<file path="src/rtl/vga_timing_pkg.sv">
// Shared 640x480@60 timing constants, decoder FSM encoding and a saturating
// counter helper, used by both the VGA timing generator and the sync decoder.
package vga_timing_pkg;

  localparam int unsigned VGA_H_ACTIVE = 640;
  localparam int unsigned VGA_H_FP     = 16;
  localparam int unsigned VGA_H_SYNC   = 96;
  localparam int unsigned VGA_H_BP     = 48;
  localparam int unsigned VGA_H_TOTAL  = VGA_H_ACTIVE + VGA_H_FP + VGA_H_SYNC + VGA_H_BP;

  localparam int unsigned VGA_V_ACTIVE = 480;
  localparam int unsigned VGA_V_FP     = 10;
  localparam int unsigned VGA_V_SYNC   = 2;
  localparam int unsigned VGA_V_BP     = 33;
  localparam int unsigned VGA_V_TOTAL  = VGA_V_ACTIVE + VGA_V_FP + VGA_V_SYNC + VGA_V_BP;

  localparam int unsigned CNT_W  = 10;
  localparam int unsigned GOOD_W = 4;
  localparam logic [CNT_W-1:0] CNT_MAX = '1;

  typedef enum logic [1:0] {
    SEARCH  = 2'd0,
    ACQUIRE = 2'd1,
    LOCKED  = 2'd2
  } sync_state_e;

  // Increment that sticks at the all-ones value.
  function automatic logic [CNT_W-1:0] sat_inc(input logic [CNT_W-1:0] v);
    return (v == CNT_MAX) ? v : v + CNT_W'(1);
  endfunction

endpackage

</file>
<file path="src/rtl/vga_edge_det.sv">
// Sampled edge detector: holds the previous strobed sample of d and flags
// falling/rising transitions on strobe cycles.
// Ports: clk, rst (async active-low), en (sample strobe), d (input),
//        fall_c / rise_c (combinational edge flags, valid while en=1).
module vga_edge_det #(
  parameter logic RESET_VAL = 1'b1
) (
  input  logic clk,
  input  logic rst,
  input  logic en,
  input  logic d,
  output logic fall_c,
  output logic rise_c
);

  logic prev;

  // Previous-sample register, only advances on strobed samples.
  always_ff @(posedge clk or negedge rst) begin
    if (!rst) begin
      prev <= RESET_VAL;
    end else if (en) begin
      prev <= d;
    end
  end

  assign fall_c = en & prev & ~d;
  assign rise_c = en & ~prev & d;

endmodule

</file>
<file path="src/rtl/vga_sync_decoder.sv">
// Receive-side VGA timing decoder: recovers pixel coordinates from
// hsync/vsync/de, measures line and frame periods and tracks lock.
// Ports: clk, rst (async active-low), pix_en (sample strobe), hsync_n,
//        vsync_n, de in; x_pos, y_pos, pix_valid, line_start, frame_start,
//        locked, h_meas, v_meas, line_err, frame_err out (all registered).
module vga_sync_decoder
  import vga_timing_pkg::*;
#(
  parameter int unsigned H_TOTAL     = VGA_H_TOTAL,
  parameter int unsigned V_TOTAL     = VGA_V_TOTAL,
  parameter int unsigned H_ACTIVE    = VGA_H_ACTIVE,
  parameter int unsigned V_ACTIVE    = VGA_V_ACTIVE,
  parameter int unsigned LOCK_FRAMES = 2
) (
  input  logic             clk,
  input  logic             rst,
  input  logic             pix_en,
  input  logic             hsync_n,
  input  logic             vsync_n,
  input  logic             de,
  output logic [CNT_W-1:0] x_pos,
  output logic [CNT_W-1:0] y_pos,
  output logic             pix_valid,
  output logic             line_start,
  output logic             frame_start,
  output logic             locked,
  output logic [CNT_W-1:0] h_meas,
  output logic [CNT_W-1:0] v_meas,
  output logic             line_err,
  output logic             frame_err
);

  // h_cnt stepping from here onto CNT_MAX means the line never ended.
  localparam logic [CNT_W-1:0] TIMEOUT_AT = CNT_MAX - CNT_W'(1);

  sync_state_e       state, state_next;
  logic [GOOD_W-1:0] good_cnt, good_next, good_inc;
  logic [CNT_W-1:0]  h_cnt, v_cnt, de_lines, de_lines_c;
  logic              h_seen, err_seen;

  logic             hs_fall_c, vs_fall_c, de_rise_c, de_fall_c;
  logic             hs_rise_unused, vs_rise_unused;
  logic [CNT_W:0]   h_period_c, de_run_c;
  logic             line_err_c, frame_good_c, frame_err_c, timeout_c;

  vga_edge_det #(.RESET_VAL(1'b1)) u_hs_edge (
    .clk(clk), .rst(rst), .en(pix_en), .d(hsync_n),
    .fall_c(hs_fall_c), .rise_c(hs_rise_unused)
  );

  vga_edge_det #(.RESET_VAL(1'b1)) u_vs_edge (
    .clk(clk), .rst(rst), .en(pix_en), .d(vsync_n),
    .fall_c(vs_fall_c), .rise_c(vs_rise_unused)
  );

  vga_edge_det #(.RESET_VAL(1'b0)) u_de_edge (
    .clk(clk), .rst(rst), .en(pix_en), .d(de),
    .fall_c(de_fall_c), .rise_c(de_rise_c)
  );

  // Line and de-run checks; x_pos holds the last high sample's index at the de fall.
  assign h_period_c = {1'b0, h_cnt} + (CNT_W+1)'(1);
  assign de_run_c   = {1'b0, x_pos} + (CNT_W+1)'(1);
  assign line_err_c = (hs_fall_c && h_seen && (h_period_c != (CNT_W+1)'(H_TOTAL)))
                    || (de_fall_c && (de_run_c != (CNT_W+1)'(H_ACTIVE)));

  // Frame verdict includes events landing on the vsync sample itself.
  assign de_lines_c   = de_fall_c ? sat_inc(de_lines) : de_lines;
  assign frame_good_c = (v_cnt == CNT_W'(V_TOTAL)) && (de_lines_c == CNT_W'(V_ACTIVE))
                      && !err_seen && !line_err_c;

  assign timeout_c = pix_en && !hs_fall_c && (h_cnt >= TIMEOUT_AT);
  assign good_inc  = good_cnt + GOOD_W'(1);

  // FSM state register.
  always_ff @(posedge clk or negedge rst) begin
    if (!rst) begin
      state    <= SEARCH;
      good_cnt <= '0;
    end else begin
      state    <= state_next;
      good_cnt <= good_next;
    end
  end

  // FSM next state; timeout overrides any vsync decision.
  always_comb begin
    state_next  = state;
    good_next   = good_cnt;
    frame_err_c = 1'b0;
    if (timeout_c) begin
      state_next = SEARCH;
      good_next  = '0;
    end else if (vs_fall_c) begin
      unique case (state)
        SEARCH: begin
          state_next = ACQUIRE;
          good_next  = '0;
        end
        ACQUIRE: begin
          if (frame_good_c) begin
            good_next = good_inc;
            if (good_inc == GOOD_W'(LOCK_FRAMES)) state_next = LOCKED;
          end else begin
            good_next = '0;
          end
        end
        LOCKED: begin
          if (!frame_good_c) begin
            frame_err_c = 1'b1;
            state_next  = ACQUIRE;
            good_next   = '0;
          end
        end
        default: begin
          state_next = SEARCH;
          good_next  = '0;
        end
      endcase
    end
  end

  // Counters, measurements and registered outputs.
  always_ff @(posedge clk or negedge rst) begin
    if (!rst) begin
      h_cnt       <= '0;
      v_cnt       <= '0;
      de_lines    <= '0;
      h_seen      <= 1'b0;
      err_seen    <= 1'b0;
      x_pos       <= '0;
      y_pos       <= '0;
      pix_valid   <= 1'b0;
      line_start  <= 1'b0;
      frame_start <= 1'b0;
      locked      <= 1'b0;
      h_meas      <= '0;
      v_meas      <= '0;
      line_err    <= 1'b0;
      frame_err   <= 1'b0;
    end else begin
      line_start  <= hs_fall_c;
      frame_start <= vs_fall_c;
      line_err    <= line_err_c;
      frame_err   <= frame_err_c;
      locked      <= (state_next == LOCKED);
      if (pix_en) begin
        pix_valid <= de;
        h_cnt     <= hs_fall_c ? '0 : sat_inc(h_cnt);
        if (timeout_c)      h_seen <= 1'b0;
        else if (hs_fall_c) h_seen <= 1'b1;
        if (hs_fall_c && h_seen) h_meas <= h_period_c[CNT_W-1:0];
        // A coincident hsync edge belongs to the new frame.
        if (vs_fall_c) begin
          v_meas <= v_cnt;
          v_cnt  <= hs_fall_c ? CNT_W'(1) : '0;
        end else if (hs_fall_c) begin
          v_cnt <= sat_inc(v_cnt);
        end
        if (de_rise_c) x_pos <= '0;
        else if (de)   x_pos <= sat_inc(x_pos);
        if (vs_fall_c)      y_pos <= '0;
        else if (de_fall_c) y_pos <= sat_inc(y_pos);
        de_lines <= vs_fall_c ? '0 : de_lines_c;
        if (vs_fall_c)       err_seen <= 1'b0;
        else if (line_err_c) err_seen <= 1'b1;
      end
    end
  end

endmodule

</file>
<file path="config.mk">
export PLATFORM = sky130hd
export DESIGN_NAME = vga_sync_decoder
export DESIGN_NICKNAME = d
export VERILOG_FILES = /design/src/rtl/vga_timing_pkg.sv /design/src/rtl/vga_edge_det.sv /design/src/rtl/vga_sync_decoder.sv
export SDC_FILE = /design/constraint.sdc
export NUM_CORES = 1
export LEC_CHECK = 0
export ABC_AREA = 1
export CORE_MARGIN = 5
export CORE_UTILIZATION = 40
export CTS_BUF_LIST = sky130_fd_sc_hd__clkbuf_8
export DETAILED_ROUTE_END_ITERATION = 12
export SLEW_MARGIN = 40
export SYNTH_ARGS = -nofsm -noshare
export SYNTH_HDL_FRONTEND = slang
export SYNTH_SLANG_ARGS = --single-unit
</file>
<file path="constraint.sdc">
create_clock -name clk -period 2.7 [get_ports clk]
set_input_delay 0.54 -clock clk [delete_from_list [all_inputs] [get_ports clk]]
set_output_delay 0.54 -clock clk [all_outputs]
set_load 0.03 [all_outputs]
</file>
==> impl_summary.md <==
Timing
In the finished design, the share of the clock period the worst path needs comes to 84.6%. The smallest setup slack after layout is 0.416 ns. The slew at the pin closest to its max-slew limit is 0.538 ns. The worst relative slew slack is 64.1%. The final count of negative-setup-slack endpoints is 0. The max-slew violation count is 0.

The hold violation count in the final report is 0. The sum of negative setup slack is 0 ns. Timing would allow up to 438 MHz. The setup skew after layout is 0.0122 ns. After layout, the minimum clock period comes to 2.28 ns.

Setup repair after global routing left no endpoint under its margin.

Logic synthesis
The most frequently used flop master after synthesis is sky130_fd_sc_hd__dfrtp_1. The register bit total from synthesis is 86. The synthesized netlist cell count is 573. The synthesized netlist net count is 588.

Yosys attributes the largest share of cell area to sky130_fd_sc_hd__dfrtp_1 (46%), sky130_fd_sc_hd__nand2_1 (13%), sky130_fd_sc_hd__inv_1 (5.3%). The synthesized netlist occupies a cell area of 0.00452 mm2. The share of async-settable or async-resettable flops after synthesis is 100%. The proportion of netlist area held by the largest area contributor is 46.5%. The distinct cell type count of the synthesized netlist is 41.

After synthesis, flip-flops and latches occupy 47.6% of the total area. The mean cell area of the mapped netlist is 7.89 um2. The dominant cell type by area after synthesis is sky130_fd_sc_hd__dfrtp_1. The synthesized design contains 0 enable-type register cells. The Yosys warning count is 0.

Setup path
STA classifies the critical path endpoint as a register. The critical path is of the reg2reg type. The arrival time at the worst endpoint is 2.56 ns.

The kind of launch point of the worst setup path is a register. The largest fanout on the critical path is 6. Data on the critical path is required at its endpoint by 2.97 ns.

Drt
Detailed routing placed a total of 4850 um of wire on met2. The total wire length is 10200 um. The length of routed wiring on met1 is 4910 um. For this run, design rule violations remaining after detail routing come to 0.

The final routed wire length divided by cell count is 13.1 um. The detailed router placed 3853 vias in this run. The count of nets left with antenna violations once routing finished came out at 0. Using the TritonRoute via totals, the vias-per-cell ratio works out to 4.91. Wire segments on met3 add up to 330 um in the final route. The highest routing layer actually used is met4. The first TritonRoute pass finished after 4 iterations. After the first detailed-routing iteration, the DRC count stood at 209.

Placed design
Prior to clock tree synthesis, the placed netlist has a worst setup slack of 0.00671 ns. The placer congestion estimate is 0.893. Detailed placement ended at an HPWL of 7530 um. Input and output buffers added on the ports amount to 51.

Clock tree
The H-tree generated during clock tree synthesis spans 3 levels. Buffers inserted during clock tree synthesis total 9. The clock network latency to the later pin of the worst-skew pair is 0.38 ns. The cell sitting at the root of the clock tree is a sky130_fd_sc_hd__clkbuf_8. After clock tree synthesis, the clock-pin slew on the worst setup and hold paths is 0.10 ns. The CTS tree is done.

Hold repair after CTS inserted 0 buffers. The maximum clock insertion buffer count is 2. The number of gates resized after CTS was 0. CTS saw 86 sinks. After clock tree synthesis, the setup repair step added 0 buffers.

Cells and area
Compared with the post-synthesis result, the final layout area differs by 21.8%. After the last flow step, the layout net total stands at 654. The number of antenna cells inserted is 0. The proportion of layout cells with a drive suffix above 1 is 11.3%.

Flow run
The max-cap check violation count is 0.

Die
The die is 116 um tall. For this configuration, the core starts out at a cell density of 41.2%. The die footprint is 0.0135 mm2. The die is 116 um wide. In this run the core area contains 38 standard-cell rows. The number of top-level design ports is 52.

The total core area is 0.0110 mm2.

Global routing
The first global-routing pass estimated 17600 um of wire. The total overflow left after global routing is 0. Global routing consumed, over all layers together, 16.4% of the routing resources. The via count of the first global-routing pass is 3701. The number of antenna violations at the first check in global routing is 0. Entering global routing, the biggest net connects 42 pins.

Run status
The flow ran to the end, and the final reports show no timing, DRC or antenna violations.

Hold path
The type of the tightest min-delay check is in2async.

Power
For this design the ratio of total power to cell area is 662 mW/mm2. The peak ir drop on the vdd network is 0.000457 V. The analysis attributes to cell leakage a power of 2.49 nW.
==> where the power goes <==
group / internal (mW) / switching [mW]
clock: 0.534 / 0.509
sequential: 1.47 / 0.168
combinational: 0.368 / 0.594
==> synthesized netlist by cell type (2+ instances only) <==
library cell / count
sky130_fd_sc_hd__inv_2: 7
sky130_fd_sc_hd__o22ai_1: 9
sky130_fd_sc_hd__clkbuf_1: 8
sky130_fd_sc_hd__nor2_1: 52
sky130_fd_sc_hd__xor2_1: 3
sky130_fd_sc_hd__nor3_2: 2
sky130_fd_sc_hd__nand4_1: 16
sky130_fd_sc_hd__nand2_2: 6
sky130_fd_sc_hd__o21ai_2: 2
sky130_fd_sc_hd__nor2_2: 10
sky130_fd_sc_hd__nand3_1: 37
sky130_fd_sc_hd__dfstp_2: 2
sky130_fd_sc_hd__a21oi_1: 20
sky130_fd_sc_hd__xnor2_1: 2
sky130_fd_sc_hd__nor2_4: 5
sky130_fd_sc_hd__nand3_2: 2
sky130_fd_sc_hd__dfrtp_1: 84
sky130_fd_sc_hd__nand2_1: 154
sky130_fd_sc_hd__nor3_1: 9
sky130_fd_sc_hd__inv_1: 64
sky130_fd_sc_hd__nand3b_1: 4
sky130_fd_sc_hd__o21a_1: 2
sky130_fd_sc_hd__o21ai_1: 3
sky130_fd_sc_hd__o21ai_0: 45
sky130_fd_sc_hd__ha_1: 9
==> cells in the final DEF, fill, tap and decap left out, drive strengths merged, types with 3 or more instances in the layout <==
cell type and count:
nand2 161, dfrtp 84, inv 74, nor2 68
clkdlybuf4s50 50, o21ai 50, nand3 40, a21oi 21
nand4 16, buf 15, nor3 11, o22ai 9
ha 9, clkbuf 9, nand3b 4, xor2 3
==> cell type report <==
class | instances | area (um2)
clock inverter | 7 | 103
timing repair buffer | 65 | 626
fill | 1089 | 5480
inverter | 71 | 267
clock buffer | 9 | 124
sequential | 86 | 2150
tap | 140 | 175
multi-input combinational | 406 | 2060
==> kinds of logic (layout without fill, tap and decap cells) <==
logic type / count (synthesis) / count (layout) / synth area share (%)
flip-flops: 86 / 86 / 47.6
AO/OA/AOI/OAI: 91 / 91 / 11.4
adder cells (fa/ha/maj): 9 / 9 / 2.49
buffers and inverters: 81 / 152 / 6.83
XOR/XNOR: 5 / 5 / 0.968
AND/OR/NAND/NOR: 301 / 301 / 30.7
==> sequential cells by signal, summed over array words and instances, names as in the netlist <==
register and count:
line_start 1, frame_start 1, good_cnt 4, v_meas 10, state 2, y_pos 10, frame_err 1, v_cnt 10
u_hs_edge.prev 1, h_meas 10, x_pos 10, de_lines 10, line_err 1, locked 1, h_seen 1, pix_valid 1
err_seen 1, u_vs_edge.prev 1, h_cnt 10
==> worst paths after layout <==
path / start / end / slack [ns] / cells after the start
max in group asynchronous: rst / x_pos[6] / 2.03 / 2
min: rst / h_meas[7] / 0.07 / 1
min in group clk: v_meas[6] / v_meas[6] / 0.48 / 2
max: h_cnt[1] / good_cnt[2] / 0.42 / 15
min reg2reg: v_meas[6] / v_meas[6] / 0.48 / 2
max reg2reg: h_cnt[1] / good_cnt[2] / 0.42 / 15
==> worst max-delay path: stages, from the launching register on <==
cell and delay [ns]:
sky130_fd_sc_hd__dfrtp_1 0.47, sky130_fd_sc_hd__ha_1 0.28, sky130_fd_sc_hd__inv_1 0.08, sky130_fd_sc_hd__nor2_1 0.16, sky130_fd_sc_hd__nand2_1 0.09, sky130_fd_sc_hd__xor2_1 0.17
sky130_fd_sc_hd__nor2_1 0.13, sky130_fd_sc_hd__nand3_1 0.08, sky130_fd_sc_hd__nand2_1 0.10, sky130_fd_sc_hd__nand2_2 0.10, sky130_fd_sc_hd__nor2_4 0.19, sky130_fd_sc_hd__nand2_1 0.08
sky130_fd_sc_hd__nand2_2 0.09, sky130_fd_sc_hd__nor2_1 0.04, sky130_fd_sc_hd__nand2_1 0.06, sky130_fd_sc_hd__nand2_1 0.05
==> routing by layer <==
layer	track usage, %	vias to the layer above
met5	0	-
met1	22.0	1785
met4	5.26	0
met2	25.9	46
met3	4.40	12
li1	-	2010
==> metrics by stage <==
stage	hold slack, ns	cells	utilization [%]	power (mW)	cell area, um2
after floorplan	0.244	573	-	2.23	4520
after global placement	0.466	768	48.1	2.62	5280
after detailed placement	0.472	768	48.1	2.64	5280
after CTS	0.0658	784	50.1	3.70	5510
after global routing	0.0829	784	50.1	3.88	5510
final	0.0708	784	50.1	3.65	5510
Power figures use the tool's default switching activity.
